<file path="src/rtl/vrf_read_bank_pipe_pkg.sv">
// Shared request/tag types and widths for the VRF bank read pipeline.
package vrf_read_pkg;

  localparam int VRF_ADDR_W    = 12;
  localparam int READ_SOURCE_W = 4;
  localparam int INST_INDEX_W  = 3;

  typedef struct packed {
    logic [4:0]               vs;
    logic [6:0]               offset;
    logic [READ_SOURCE_W-1:0] readSource;
    logic [INST_INDEX_W-1:0]  instructionIndex;
  } vrf_read_req_t;

  typedef struct packed {
    logic [READ_SOURCE_W-1:0] readSource;
    logic [INST_INDEX_W-1:0]  instructionIndex;
  } vrf_read_tag_t;

  function automatic logic [VRF_ADDR_W-1:0] vrf_sram_addr(input vrf_read_req_t req);
    return {req.vs, req.offset};
  endfunction

endpackage

</file>
<file path="src/rtl/vrf_read_bank_pipe_resp_fifo.sv">
// Synchronous {data, tag} response FIFO with a registered head; push and pop may
// coincide at any fill level, and an empty FIFO never bypasses a push.
module vrf_read_resp_fifo
  import vrf_read_pkg::*;
#(
  parameter int DATA_W = 32,
  parameter int DEPTH  = 4
) (
  input  logic                   clock,
  input  logic                   reset,
  input  logic                   push,
  input  logic [DATA_W-1:0]      push_data,
  input  vrf_read_tag_t          push_tag,
  input  logic                   pop,
  output logic [DATA_W-1:0]      head_data,
  output vrf_read_tag_t          head_tag,
  output logic                   full,
  output logic                   empty,
  output logic [$clog2(DEPTH):0] count
);
  localparam int PTR_W = $clog2(DEPTH);

  logic [DATA_W-1:0] data_mem [DEPTH];
  vrf_read_tag_t     tag_mem  [DEPTH];
  logic [PTR_W-1:0]  wr_ptr_reg;
  logic [PTR_W-1:0]  rd_ptr_reg;
  logic [PTR_W:0]    count_reg;
  logic              do_push;
  logic              do_pop;

  assign empty   = (count_reg == '0);
  assign full    = (count_reg == (PTR_W+1)'(DEPTH));
  assign count   = count_reg;
  assign do_pop  = pop & ~empty;
  assign do_push = push & (~full | do_pop);

  always_ff @(posedge clock) begin
    if (do_push) begin
      data_mem[wr_ptr_reg] <= push_data;
      tag_mem[wr_ptr_reg]  <= push_tag;
    end
  end

  // Pointers are PTR_W bits wide, so they wrap modulo DEPTH on their own.
  always_ff @(posedge clock) begin
    if (reset) begin
      wr_ptr_reg <= '0;
      rd_ptr_reg <= '0;
      count_reg  <= '0;
    end else begin
      if (do_push) wr_ptr_reg <= wr_ptr_reg + PTR_W'(1);
      if (do_pop)  rd_ptr_reg <= rd_ptr_reg + PTR_W'(1);
      count_reg <= count_reg + {{PTR_W{1'b0}}, do_push} - {{PTR_W{1'b0}}, do_pop};
    end
  end

  assign head_data = empty ? '0 : data_mem[rd_ptr_reg];
  assign head_tag  = empty ? '0 : tag_mem[rd_ptr_reg];

endmodule

</file>
<file path="src/rtl/vrf_read_bank_pipe.sv">
// One VRF bank read pipe: issues granted reads to the SRAM, carries tags alongside
// the SRAM latency and buffers responses in a credit-guarded FIFO.
module vrf_read_bank_pipe
  import vrf_read_pkg::*;
#(
  parameter int DATA_W     = 32,
  parameter int SRAM_LAT   = 1,
  parameter int RESP_DEPTH = 4
) (
  input  logic              clock,
  input  logic              reset,
  output logic              io_req_ready,
  input  logic              io_req_valid,
  input  logic [4:0]        io_req_bits_vs,
  input  logic [6:0]        io_req_bits_offset,
  input  logic [3:0]        io_req_bits_readSource,
  input  logic [2:0]        io_req_bits_instructionIndex,
  input  logic              io_write_valid,
  output logic              io_sram_re,
  output logic [11:0]       io_sram_addr,
  input  logic [DATA_W-1:0] io_sram_rdata,
  input  logic              io_resp_ready,
  output logic              io_resp_valid,
  output logic [DATA_W-1:0] io_resp_bits_data,
  output logic [3:0]        io_resp_bits_readSource,
  output logic [2:0]        io_resp_bits_instructionIndex,
  output logic [2:0]        io_inflight
);
  localparam int CNT_W = $clog2(RESP_DEPTH) + 1;

  vrf_read_req_t       req;
  vrf_read_tag_t       req_tag;
  logic                accept;
  logic                resp_fire;
  logic [CNT_W-1:0]    inflight_reg;
  logic [CNT_W-1:0]    inflight_next;
  logic [SRAM_LAT-1:0] tag_vld_reg;
  vrf_read_tag_t       tag_reg [SRAM_LAT];
  vrf_read_tag_t       fifo_head_tag;
  logic                fifo_full;
  logic                fifo_empty;
  logic [CNT_W-1:0]    fifo_count;

  assign req = '{vs: io_req_bits_vs, offset: io_req_bits_offset,
                 readSource: io_req_bits_readSource,
                 instructionIndex: io_req_bits_instructionIndex};
  assign req_tag = '{readSource: req.readSource, instructionIndex: req.instructionIndex};

  assign resp_fire = io_resp_valid & io_resp_ready;
  // A pop this cycle returns the credit that a new read may take at once.
  assign io_req_ready = ~io_write_valid &
                        ((inflight_reg < CNT_W'(RESP_DEPTH)) | resp_fire);
  assign accept       = io_req_valid & io_req_ready;
  assign io_sram_re   = accept;
  assign io_sram_addr = vrf_sram_addr(req);
  assign io_inflight  = 3'(inflight_reg);

  // Tag pipe tracks the SRAM latency exactly and never stalls.
  always_ff @(posedge clock) begin
    tag_reg[0] <= req_tag;
    for (int i = 1; i < SRAM_LAT; i++) tag_reg[i] <= tag_reg[i-1];
    if (reset) begin
      tag_vld_reg <= '0;
    end else begin
      tag_vld_reg[0] <= accept;
      for (int i = 1; i < SRAM_LAT; i++) tag_vld_reg[i] <= tag_vld_reg[i-1];
    end
  end

  always_comb begin
    inflight_next = inflight_reg;
    if (accept & ~resp_fire)      inflight_next = inflight_reg + CNT_W'(1);
    else if (~accept & resp_fire) inflight_next = inflight_reg - CNT_W'(1);
  end

  always_ff @(posedge clock) begin
    if (reset) inflight_reg <= '0;
    else       inflight_reg <= inflight_next;
    if (!reset) begin
      assert (!(resp_fire && inflight_reg == '0));
      assert (!(tag_vld_reg[SRAM_LAT-1] && fifo_full && !resp_fire));
      assert (fifo_count <= inflight_reg);
    end
  end

  vrf_read_resp_fifo #(
    .DATA_W (DATA_W),
    .DEPTH  (RESP_DEPTH)
  ) u_resp_fifo (
    .clock     (clock),
    .reset     (reset),
    .push      (tag_vld_reg[SRAM_LAT-1]),
    .push_data (io_sram_rdata),
    .push_tag  (tag_reg[SRAM_LAT-1]),
    .pop       (resp_fire),
    .head_data (io_resp_bits_data),
    .head_tag  (fifo_head_tag),
    .full      (fifo_full),
    .empty     (fifo_empty),
    .count     (fifo_count)
  );

  assign io_resp_valid                 = ~fifo_empty;
  assign io_resp_bits_readSource       = fifo_head_tag.readSource;
  assign io_resp_bits_instructionIndex = fifo_head_tag.instructionIndex;

endmodule

</file>
<file path="config.mk">
export PLATFORM = sky130hd
export DESIGN_NAME = vrf_read_bank_pipe
export DESIGN_NICKNAME = d
export VERILOG_FILES = /design/src/rtl/vrf_read_bank_pipe_pkg.sv /design/src/rtl/vrf_read_bank_pipe_resp_fifo.sv /design/src/rtl/vrf_read_bank_pipe.sv
export SDC_FILE = /design/constraint.sdc
export NUM_CORES = 1
export LEC_CHECK = 0
export CELL_PAD_IN_SITES_DETAIL_PLACEMENT = 1
export CELL_PAD_IN_SITES_GLOBAL_PLACEMENT = 1
export CORE_UTILIZATION = 50
export CTS_BUF_LIST = sky130_fd_sc_hd__clkbuf_4 sky130_fd_sc_hd__clkbuf_8
export DETAILED_ROUTE_END_ITERATION = 7
export DONT_BUFFER_PORTS = 1
export HOLD_SLACK_MARGIN = 0.03
export MAX_ROUTING_LAYER = met4
export PLACE_DENSITY = 0.84
export SYNTH_ARGS = -nofsm -noshare
export SYNTH_HDL_FRONTEND = slang
export SYNTH_SLANG_ARGS = --single-unit
</file>
<file path="constraint.sdc">
create_clock -name clock -period 2.91 [get_ports clock]
set_input_delay 0.582 -clock clock [delete_from_list [all_inputs] [get_ports clock]]
set_output_delay 0.582 -clock clock [all_outputs]
set_load 0.005 [all_outputs]
</file>
==> metrics.yaml <==
status: "finished clean"
cts_setup_buffers: 0
num_vias: 2914
cts_buffer_depth: 2
fin_crit_ns: 2.61
post_cts_resize_count: 0
top_layer_used: "met4"
cap_viol_max_count: 0
die-area_mm2: 0.0140
power.density_mw_per_mm2: 815
routabilityCongestion: 0.645
reg2reg_to: "u_resp_fifo.count[2]"
ctsHoldBuffers: 0
syn_inst: 334
netlist_area_mm2: 0.00676
grt_pass1_wl_um: 18300
detail_route.drc_violations: 0
start_util_pct: 51.2
io-pin-count: 113
drtAntennaViolNets: 0
finalPower_mw: 6.00
crit_required_ns: 2.33
finalCritPeriodShare_pct: 89.8
ir_drop_v: 0.000564
syn-num-nets: 399
pre_cts_ws_ns: 0.336
start_kind: "register"
avgRoutedWirePerCell_um: 22.5
min_to: "tag_reg[0][6]"
hp-class: "input port to register"
synthTopCellsByArea: "edfxtp_1, mux4_2, dfxtp_1, nor2b_1, buf_4"
endpoint_kind: "output port"
hpwl_um: 7450
postSynthAreaPerCell_um2: 20.2
path_class: "register to output port"
grt_max_degree: 43
root_buffer: "clkbuf_8"
wirelength_um: 11900
worstHoldStart: "io_req_bits_readSource[3]"
place_area_mm2: 0.00697
ys_ff_latch: 176
syn_to_final_growth_pct: 9.06
avgViaCountPerCell: 5.54
grt.overflow.total: 0
firstDrtPassIters: 6
met3_length_um: 711
drv_slew: 0
tns_ns: 0
insertion_delay_ns: 0.45
row_count: 42
synth_warnings: 0
final_area_mm2: 0.00737
first_global_vias: 3265
yosys.area.top_type: "edfxtp_1"
yosysUniqueCellTypes: 25
r2r-start: "u_resp_fifo.count[1]"
grt_usage_pct: 19.0
htreeDepth: 4
fin_util_pct: 55.9
grt_setup_unrepaired: "no"
core_area_mm2: 0.0132
seq_area_frac_synth_pct: 75.3
portBuffers: 0
wl_met1_um: 4700
crit_arrival_ns: 2.03
cts_tree: "done"
worstMarginPinSlew_ns: 0.649
yosys.area.top_type_share_pct: 69.3
report.final.hold_viol_count: 0
setup_ws_ns: 0.296
wl_met2_um: 6270
leakagePower_nw: 2.31
max_freq_mhz: 382
min_path_cells: 0
drive_gt1_share_pct: 24.1
finalClockSkew_ns: 0.00769
clkSlewWorstSetupHoldPaths_ns: 0.08
relSlewSlack_pct: 56.4
nNetsFinal: 401
reg2reg_depth: 10
largest_register_ff_count: 128
clkSinkCount: 176
die_h_um: 118
chipWidth_um: 118
finalSetupViolCount: 0
antenna_found_initial: 1
worst-r2r-setup-slack_ns: 0.32
numCtsBuffers: 17
cp_max_fo: 14
drtIter0Drc: 201
[cell usage in the layout (no fill, tap or decap), types with 2 or more instances in the layout]
cell,count
nand2b_1,3
o21ai_0,2
and2_2,4
dfxtp_1,18
buf_12,6
nor2_1,8
ha_1,7
nor2b_1,41
clkinv_2,4
mux4_2,39
xnor2_1,2
clkinvlp_4,2
fa_1,2
clkbuf_8,17
buf_4,2
xor2_1,3
clkbuf_4,2
mux2i_1,2
inv_1,9
or3_1,2
clkinv_1,3
edfxtp_1,156
a21oi_1,4
bufinv_16,3
[layout make-up]
type	instances	area (um2)
Antenna cell	1	2.50
Clock buffer	19	249
Clock inverter	13	145
Fill cell	1150	5820
Inverter	9	33.8
Multi-Input combinational cell	124	1490
Sequential cell	176	5090
Tap cell	176	220
Timing Repair Buffer	8	135
[worst max-delay path: stages, from the launching register on]
cell and delay, ns:
dfxtp_4 0.55, buf_4 0.31, mux4_2 0.55, nor2b_1 0.17
[cells in the mapped netlist, drive strengths merged]
master / number
buf: 18
mux2i: 2
nand2b: 3
clkbuf: 7
o41a: 1
ha: 7
mux4: 39
inv: 9
edfxtp: 156
a21oi: 4
and2: 4
o21ai: 2
xnor2: 2
nand2: 1
xor2: 3
fa: 2
o31ai: 1
mux2: 1
nor2: 8
or3: 2
nor2b: 41
dfxtp: 20
nor3: 1
[through the flow]
step                std cells  hold slack (ns)
global placement          493            0.445
global route              526            0.107
floorplan                 334            0.438
finish                    526            0.145
detailed placement        493            0.470
CTS                       525            0.110
[kinds of logic (layout without fill, tap and decap cells)]
group,Yosys count,count (layout),share of synthesized area [%]
AOI/OAI and AO/OA,8,8,0.722
xor gates and xnor gates,5,5,0.648
adders and majority gates,9,9,1.89
buffers and inverters,34,49,2.80
DFF,176,176,75.3
muxes,42,42,13.5
other,0,1,0
and+or+nand+nor,60,60,5.20
[worst max-delay path by stage]
stage                         start               endpoint  slack (ns)  depth (start not counted)
6_report                   register  io_resp_bits_data[13]        0.30                          3
5_1_grt                    register  io_resp_bits_data[13]        0.13                          3
4_1_cts                    register  io_resp_bits_data[13]        0.22                          3
3_5_place_dp   u_resp_fifo.count[1]   u_resp_fifo.count[2]        0.34                         10
3_3_place_gp   u_resp_fifo.count[1]   u_resp_fifo.count[2]        0.54                         10
2_1_floorplan  u_resp_fifo.count[1]   u_resp_fifo.count[2]        0.68                         10
[routing by layer]
metal / GRT usage (%) / vias to the layer above
li1: - / 1288
met1: 20.6 / 1526
met2: 31.8 / 83
met3: 6.52 / 17
met4: 8.25 / 0
met5: - / -
[report_power, final]
part	total, mW	internal (mW)	switching [mW]	leakage, nW
registers	3.02	2.87	0.151	1.57
logic	1.33	0.632	0.695	0.538
clock network	1.66	0.852	0.806	0.199
total	6.00	4.35	1.65	2.31
(Power assumes the default switching activity.)
